**config.mk**
```make
export PLATFORM = sky130hd
export DESIGN_NAME = uart_tx_hd
export DESIGN_NICKNAME = d
export VERILOG_FILES = /design/src/rtl/uart_tx_hd.sv
export SDC_FILE = /design/constraint.sdc
export NUM_CORES = 1
export LEC_CHECK = 0
export BUFFER_PORTS_ARGS = -buffer_cell sky130_fd_sc_hd__buf_4
export CORE_AREA = 2 2 48 50
export CTS_BUF_LIST = sky130_fd_sc_hd__clkbuf_16
export DETAILED_ROUTE_END_ITERATION = 10
export DIE_AREA = 0 0 50 52
export PLACE_DENSITY = 0.78
export SLEW_MARGIN = 20
export SYNTH_ARGS = -nofsm -noshare
export SYNTH_HDL_FRONTEND = slang
export SYNTH_SLANG_ARGS = --single-unit
```
**constraint.sdc**
```tcl
create_clock -name clk -period 2.98 [get_ports clk]
set_input_delay 0.149 -clock clk [delete_from_list [all_inputs] [get_ports clk]]
set_output_delay 0.149 -clock clk [all_outputs]
set_load 0.01 [all_outputs]
```
**src/rtl/uart_tx_hd.sv**
```systemverilog
// uart_tx_hd: half-duplex UART transmitter with an active-low line-driver enable.
// Frame: start bit, DATA_BITS data bits sent LSB first, optional even parity bit, stop bit.
// Optional feature: define UART_TX_PARITY_EN to insert the even-parity bit.
// tx_oe_n is low for the whole frame and high in IDLE, which releases the shared line.
module uart_tx_hd #(
  parameter int unsigned CLKS_PER_BIT = 16,
  parameter int unsigned DATA_BITS    = 8
) (
  input  logic                 clk,
  input  logic                 rst_n,
  input  logic [DATA_BITS-1:0] tx_data,
  input  logic                 tx_valid,
  output logic                 tx_ready,
  output logic                 tx_out,
  output logic                 tx_oe_n,
  output logic                 busy
);

  localparam int unsigned TW = $clog2(CLKS_PER_BIT);
  localparam int unsigned IW = $clog2(DATA_BITS) + 1;
  localparam logic [TW-1:0] TIMER_MAX = TW'(CLKS_PER_BIT - 1);
  localparam logic [IW-1:0] IDX_MAX   = IW'(DATA_BITS - 1);

`ifdef UART_TX_PARITY_EN
  typedef enum logic [2:0] {S_IDLE, S_START, S_DATA, S_PARITY, S_STOP} state_t;
`else
  typedef enum logic [2:0] {S_IDLE, S_START, S_DATA, S_STOP} state_t;
`endif

  state_t               r_state;
  logic [TW-1:0]        r_timer;
  logic [IW-1:0]        r_bit_idx;
  logic [DATA_BITS-1:0] r_shreg;
  logic                 r_tx_ready;
  logic                 r_tx_out;
  logic                 r_tx_oe_n;
  logic                 r_busy;
`ifdef UART_TX_PARITY_EN
  logic                 r_parity;
`endif

  logic w_accept;
  logic w_bit_end;

  assign w_accept  = tx_valid & r_tx_ready & (r_state == S_IDLE);
  assign w_bit_end = (r_timer == TIMER_MAX);

  // Frame sequencer: state, bit timer, shift register and registered line outputs.
  always_ff @(posedge clk) begin
    if (!rst_n) begin
      r_state    <= S_IDLE;
      r_timer    <= '0;
      r_bit_idx  <= '0;
      r_shreg    <= '0;
      r_tx_ready <= 1'b0;
      r_tx_out   <= 1'b1;
      r_tx_oe_n  <= 1'b1;
      r_busy     <= 1'b0;
`ifdef UART_TX_PARITY_EN
      r_parity   <= 1'b0;
`endif
    end else begin
      // Timer free-runs inside a frame and wraps on every bit boundary.
      r_timer <= w_bit_end ? '0 : r_timer + TW'(1);
      case (r_state)
        S_IDLE: begin
          r_timer    <= '0;
          r_tx_ready <= 1'b1;
          r_tx_out   <= 1'b1;
          r_tx_oe_n  <= 1'b1;
          r_busy     <= 1'b0;
          if (w_accept) begin
            r_shreg    <= tx_data;
            r_bit_idx  <= '0;
            r_state    <= S_START;
            r_tx_ready <= 1'b0;
            r_tx_out   <= 1'b0;
            r_tx_oe_n  <= 1'b0;
            r_busy     <= 1'b1;
`ifdef UART_TX_PARITY_EN
            r_parity   <= ^tx_data;
`endif
          end
        end
        S_START: begin
          if (w_bit_end) begin
            r_state  <= S_DATA;
            r_tx_out <= r_shreg[0];
          end
        end
        S_DATA: begin
          if (w_bit_end) begin
            if (r_bit_idx == IDX_MAX) begin
`ifdef UART_TX_PARITY_EN
              r_state  <= S_PARITY;
              r_tx_out <= r_parity;
`else
              r_state  <= S_STOP;
              r_tx_out <= 1'b1;
`endif
            end else begin
              r_bit_idx <= r_bit_idx + IW'(1);
              r_shreg   <= r_shreg >> 1;
              r_tx_out  <= r_shreg[1];
            end
          end
        end
`ifdef UART_TX_PARITY_EN
        S_PARITY: begin
          if (w_bit_end) begin
            r_state  <= S_STOP;
            r_tx_out <= 1'b1;
          end
        end
`endif
        S_STOP: begin
          if (w_bit_end) begin
            r_state    <= S_IDLE;
            r_tx_out   <= 1'b1;
            r_tx_oe_n  <= 1'b1;
            r_tx_ready <= 1'b1;
            r_busy     <= 1'b0;
          end
        end
        default: begin
          r_state    <= S_IDLE;
          r_timer    <= '0;
          r_tx_out   <= 1'b1;
          r_tx_oe_n  <= 1'b1;
          r_tx_ready <= 1'b0;
          r_busy     <= 1'b0;
        end
      endcase
    end
  end

  assign tx_ready = r_tx_ready;
  assign tx_out   = r_tx_out;
  assign tx_oe_n  = r_tx_oe_n;
  assign busy     = r_busy;

endmodule

```
==> impl_summary.txt <==
----------------------------------------------------
[Clock tree]
  Clock transition at the register clock pins on the worst setup and hold paths after CTS ... 0.06 ns
  Total clock sinks ... 22
  Quantity of gates resized following cts ... 0
  Max Root-Sink Buffers ... 2
  Total of hold buffers inserted after clock tree synthesis ... 0
  Clock tree from TritonCTS ... yes
  Clk root buf ... sky130_fd_sc_hd__clkbuf_16
  Insertion delay of the later-clocked pin in the worst-skew pair ... 0.25 ns
  Buffers inserted by post-CTS timing repair ... 0
  TritonCTS Buffers ... 3
  CTS H-Tree Depth ... 1

[Timing]
  Pin slew with the least headroom to its limit ... 0.793 ns
  Final setup violation count ... 0
  Achievable frequency ... 438 MHz
  Clock skew after layout ... 0.00262 ns
  Unrepaired setup endpoints after global routing ... false
  Total Negative Setup Slacks ... 0 ns
  Final critical-path share of the clock period ... 0.767
  Crit path time final ... 2.28 ns
  Slew Limit Headroom ... 0.471
  Final hold violations ... 0
  Max-slew violation total from the final report ... 0

[Synth]
  Synth Net Count ... 141
  Post-synthesis instance total ... 123
  Cell taking the most area after synthesis ... sky130_fd_sc_hd__dfxtp_1
  Leading post-synthesis cells by cell area ... sky130_fd_sc_hd__dfxtp_1, sky130_fd_sc_hd__ha_1, sky130_fd_sc_hd__o221a_2, sky130_fd_sc_hd__mux2i_1, sky130_fd_sc_hd__nand2_1
  Number of flip-flops and latches in the synthesized netlist ... 22
  Async set-or-reset flop fraction in the synthesized netlist ... 0
  Post-Syn Area ... 1170 sq um
  Main synth FF type ... sky130_fd_sc_hd__dfxtp_1
  Number of warnings reported in the yosys synthesis log ... 0
  Number of library cell types mapped by synthesis ... 37
  Synth top area share ... 0.378
  Ranking of synthesized cells by instance count ... sky130_fd_sc_hd__dfxtp_1, sky130_fd_sc_hd__nand2_1
  Dominant cell by count in the synthesized netlist ... sky130_fd_sc_hd__dfxtp_1
  Share of the yosys chip area belonging to registers ... 0.378
  Synth Area per Inst ... 9.48 sq um
  Count of flip-flops with a built-in enable after synthesis ... 0

[Die]
  Die width ... 50 microns
  Vertical die dimension ... 52 microns
  Site row count ... 17
  Core Box Area ... 2110 sq um
  Area enclosed by the die boundary ... 2600 sq um
  I/O pin cnt ... 15
  Starting Density ... 0.554

[Pwr]
  Switching share of total power ... 0.336
  Comb power frac ... 0.390
  Worst voltage drop across the vdd grid ... 535 uV
  P_leak ... 0.573 nW
  Seq pwr share ... 0.317
  Cell-internal power ... 843 uW
  Total power divided by cell area ... 917 nW/um^2
  Relative contribution of the clock network to total power ... 0.292
  Net switching power of the design ... 427 uW

[Layout]
  Final core area utilization ... 0.658
  Sequential cell area ... 440 sq um
  Post-route insts no fill ... 164
  Post-synthesis to final-layout area growth ... 18.8%
  Combined area of the multi-input logic cells ... 673 sq um
  Net count of the finished layout ... 155
  Final-layout fill cell count ... 177
  Number of diodes ... 0
  Share of post-route cells with drive strength above 1 ... 0.250

[Place]
  Number of buffers inserted by port buffering ... 14
  Final weighted congestion in routability-driven placement ... 0.836
  Detailed placement HPWL ... 1.68 mm
  Cell Count Post-Placement ... 160

[Route]
  Number of remaining DRC errors ... 0
  Number of nets still failing antenna checks after routing ... 0
  TritonRoute pass-1 iters ... 4
  Overall routed net length ... 2.29 mm
  Average wire length per cell after detail routing ... 13.9 microns
  Drt initial violations ... 15
  Detail-routed via count per cell ... 5.74
  Via total after detailed routing ... 942

[Worst hold path]
  Hold WC Path Type ... input pin to register

[Setup path]
  Critical Path AT ... 2.43 ns
  Worst endpoint required time ... 3.12 ns
  Top fanout value on the critical path ... 17
  Type of element launching the critical path ... register
  Critical path's slowest cell ... sky130_fd_sc_hd__ha_1
  Crit-path max cell delay ... 0.69 ns
  Crit path capture type ... register
  Ordered cell list for the critical path ... inv_1 -> ha_1 -> nor2b_1 -> a31oi_2 -> nor2_1 -> o221a_2
  Critical path start-end classification ... register to register

[GRT]
  Wire length of the first global-routing pass ... 4.22 mm
  Vias in the first global route ... 919
  Antenna violations before repair ... 0
  Overall track demand over capacity in global routing ... 0.217
  Pin count of the biggest net entering global routing ... 18
  Leftover overflow at the end of global routing ... 0

[Status]
  Status ... completed

[Flow run]
  Max-cap violation count ... 0

----------------------------------------------------
-- metrics by stage --
step	worst slack (ns)	area (sq um)	hold slack, ns	power [mW]
after detailed placement	0.710	1280	0.442	0.902
final	0.695	1390	0.178	1.27
after global placement	0.819	1280	0.417	0.881
after CTS	0.697	1390	0.175	1.28
after floorplan	1.24	1170	0.371	0.786
after global routing	0.487	1390	0.192	1.35
-- flip-flops by register name, summed over array words and instances, names as in the netlist --
name	cells
tx_oe_n	1
busy	1
tx_out	1
tx_ready	1
r_timer	4
r_shreg	8
r_bit_idx	4
r_state	2
-- worst paths after layout --
check / slack (ns) / startpoint / cells past startpoint / endpoint
max: 0.70 / r_state[0] / 6 / r_shreg[0]
min: 0.18 / rst_n / 2 / tx_oe_n
max reg2reg: 0.70 / r_state[0] / 6 / r_shreg[0]
min reg2reg: 0.45 / r_timer[0] / 1 / r_timer[0]
-- cells in the final DEF, fill, tap and decap left out, types with 2 or more instances in the layout --
cell,instances
sky130_fd_sc_hd__dfxtp_1,22
sky130_fd_sc_hd__buf_4,15
sky130_fd_sc_hd__nand2_1,14
sky130_fd_sc_hd__nor2_1,7
sky130_fd_sc_hd__mux2i_1,7
sky130_fd_sc_hd__o221a_2,7
sky130_fd_sc_hd__ha_1,7
sky130_fd_sc_hd__inv_1,5
sky130_fd_sc_hd__nor3_1,5
sky130_fd_sc_hd__o21ai_0,4
sky130_fd_sc_hd__or3_1,4
sky130_fd_sc_hd__nand3_1,4
sky130_fd_sc_hd__a31oi_1,3
sky130_fd_sc_hd__o21a_1,3
sky130_fd_sc_hd__a21oi_1,3
sky130_fd_sc_hd__clkbuf_16,3
sky130_fd_sc_hd__nor2b_1,2
sky130_fd_sc_hd__nor3b_1,2
-- critical path, delay by kind of cell (launching register included) --
kind                       cells  cell delay, ns
and+or+nand+nor                2            0.36
AOI/OAI and AO/OA              2            0.65
adders and majority gates      1            0.69
buffers and inverters          1            0.12
DFF                            1            0.35
-- area by class of cell --
type | instances | area share
Clock inverter | 1 | 0.0217
Inverter | 5 | 0.0136
Clock buffer | 3 | 0.0542
Tap cell | 28 | 0.0253
Timing Repair Buffer | 15 | 0.0813
Multi-Input combinational cell | 90 | 0.486
Sequential cell | 22 | 0.318
-- cells by family after synthesis --
kind of cell,count (synthesis),share of synthesized area
and+or+nand+nor,45,0.205
AOI/OAI and AO/OA,29,0.222
DFF,22,0.378
buffers and inverters,11,0.0451
muxes,7,0.0601
adders and majority gates,7,0.0751
xor gates and xnor gates,2,0.0150
-- metal layers --
metal	vias to the layer above	global-route usage	wire length, microns	part of all wire
met5	-	0	0	0
met4	0	0.120	44	0.019
met3	5	0.0374	44	0.019
met2	14	0.360	1130	0.49
met1	450	0.265	1060	0.47
li1	473	-	-	-
-- power groups by stage --
stage	clock network [mW]	registers, mW	logic (mW)
CTS	0.376	0.403	0.499
global route	0.391	0.412	0.552
detailed placement	0	0.408	0.494
finish	0.371	0.403	0.495
global placement	0	0.406	0.475
floorplan	0	0.406	0.381
(Power assumes the default switching activity.)
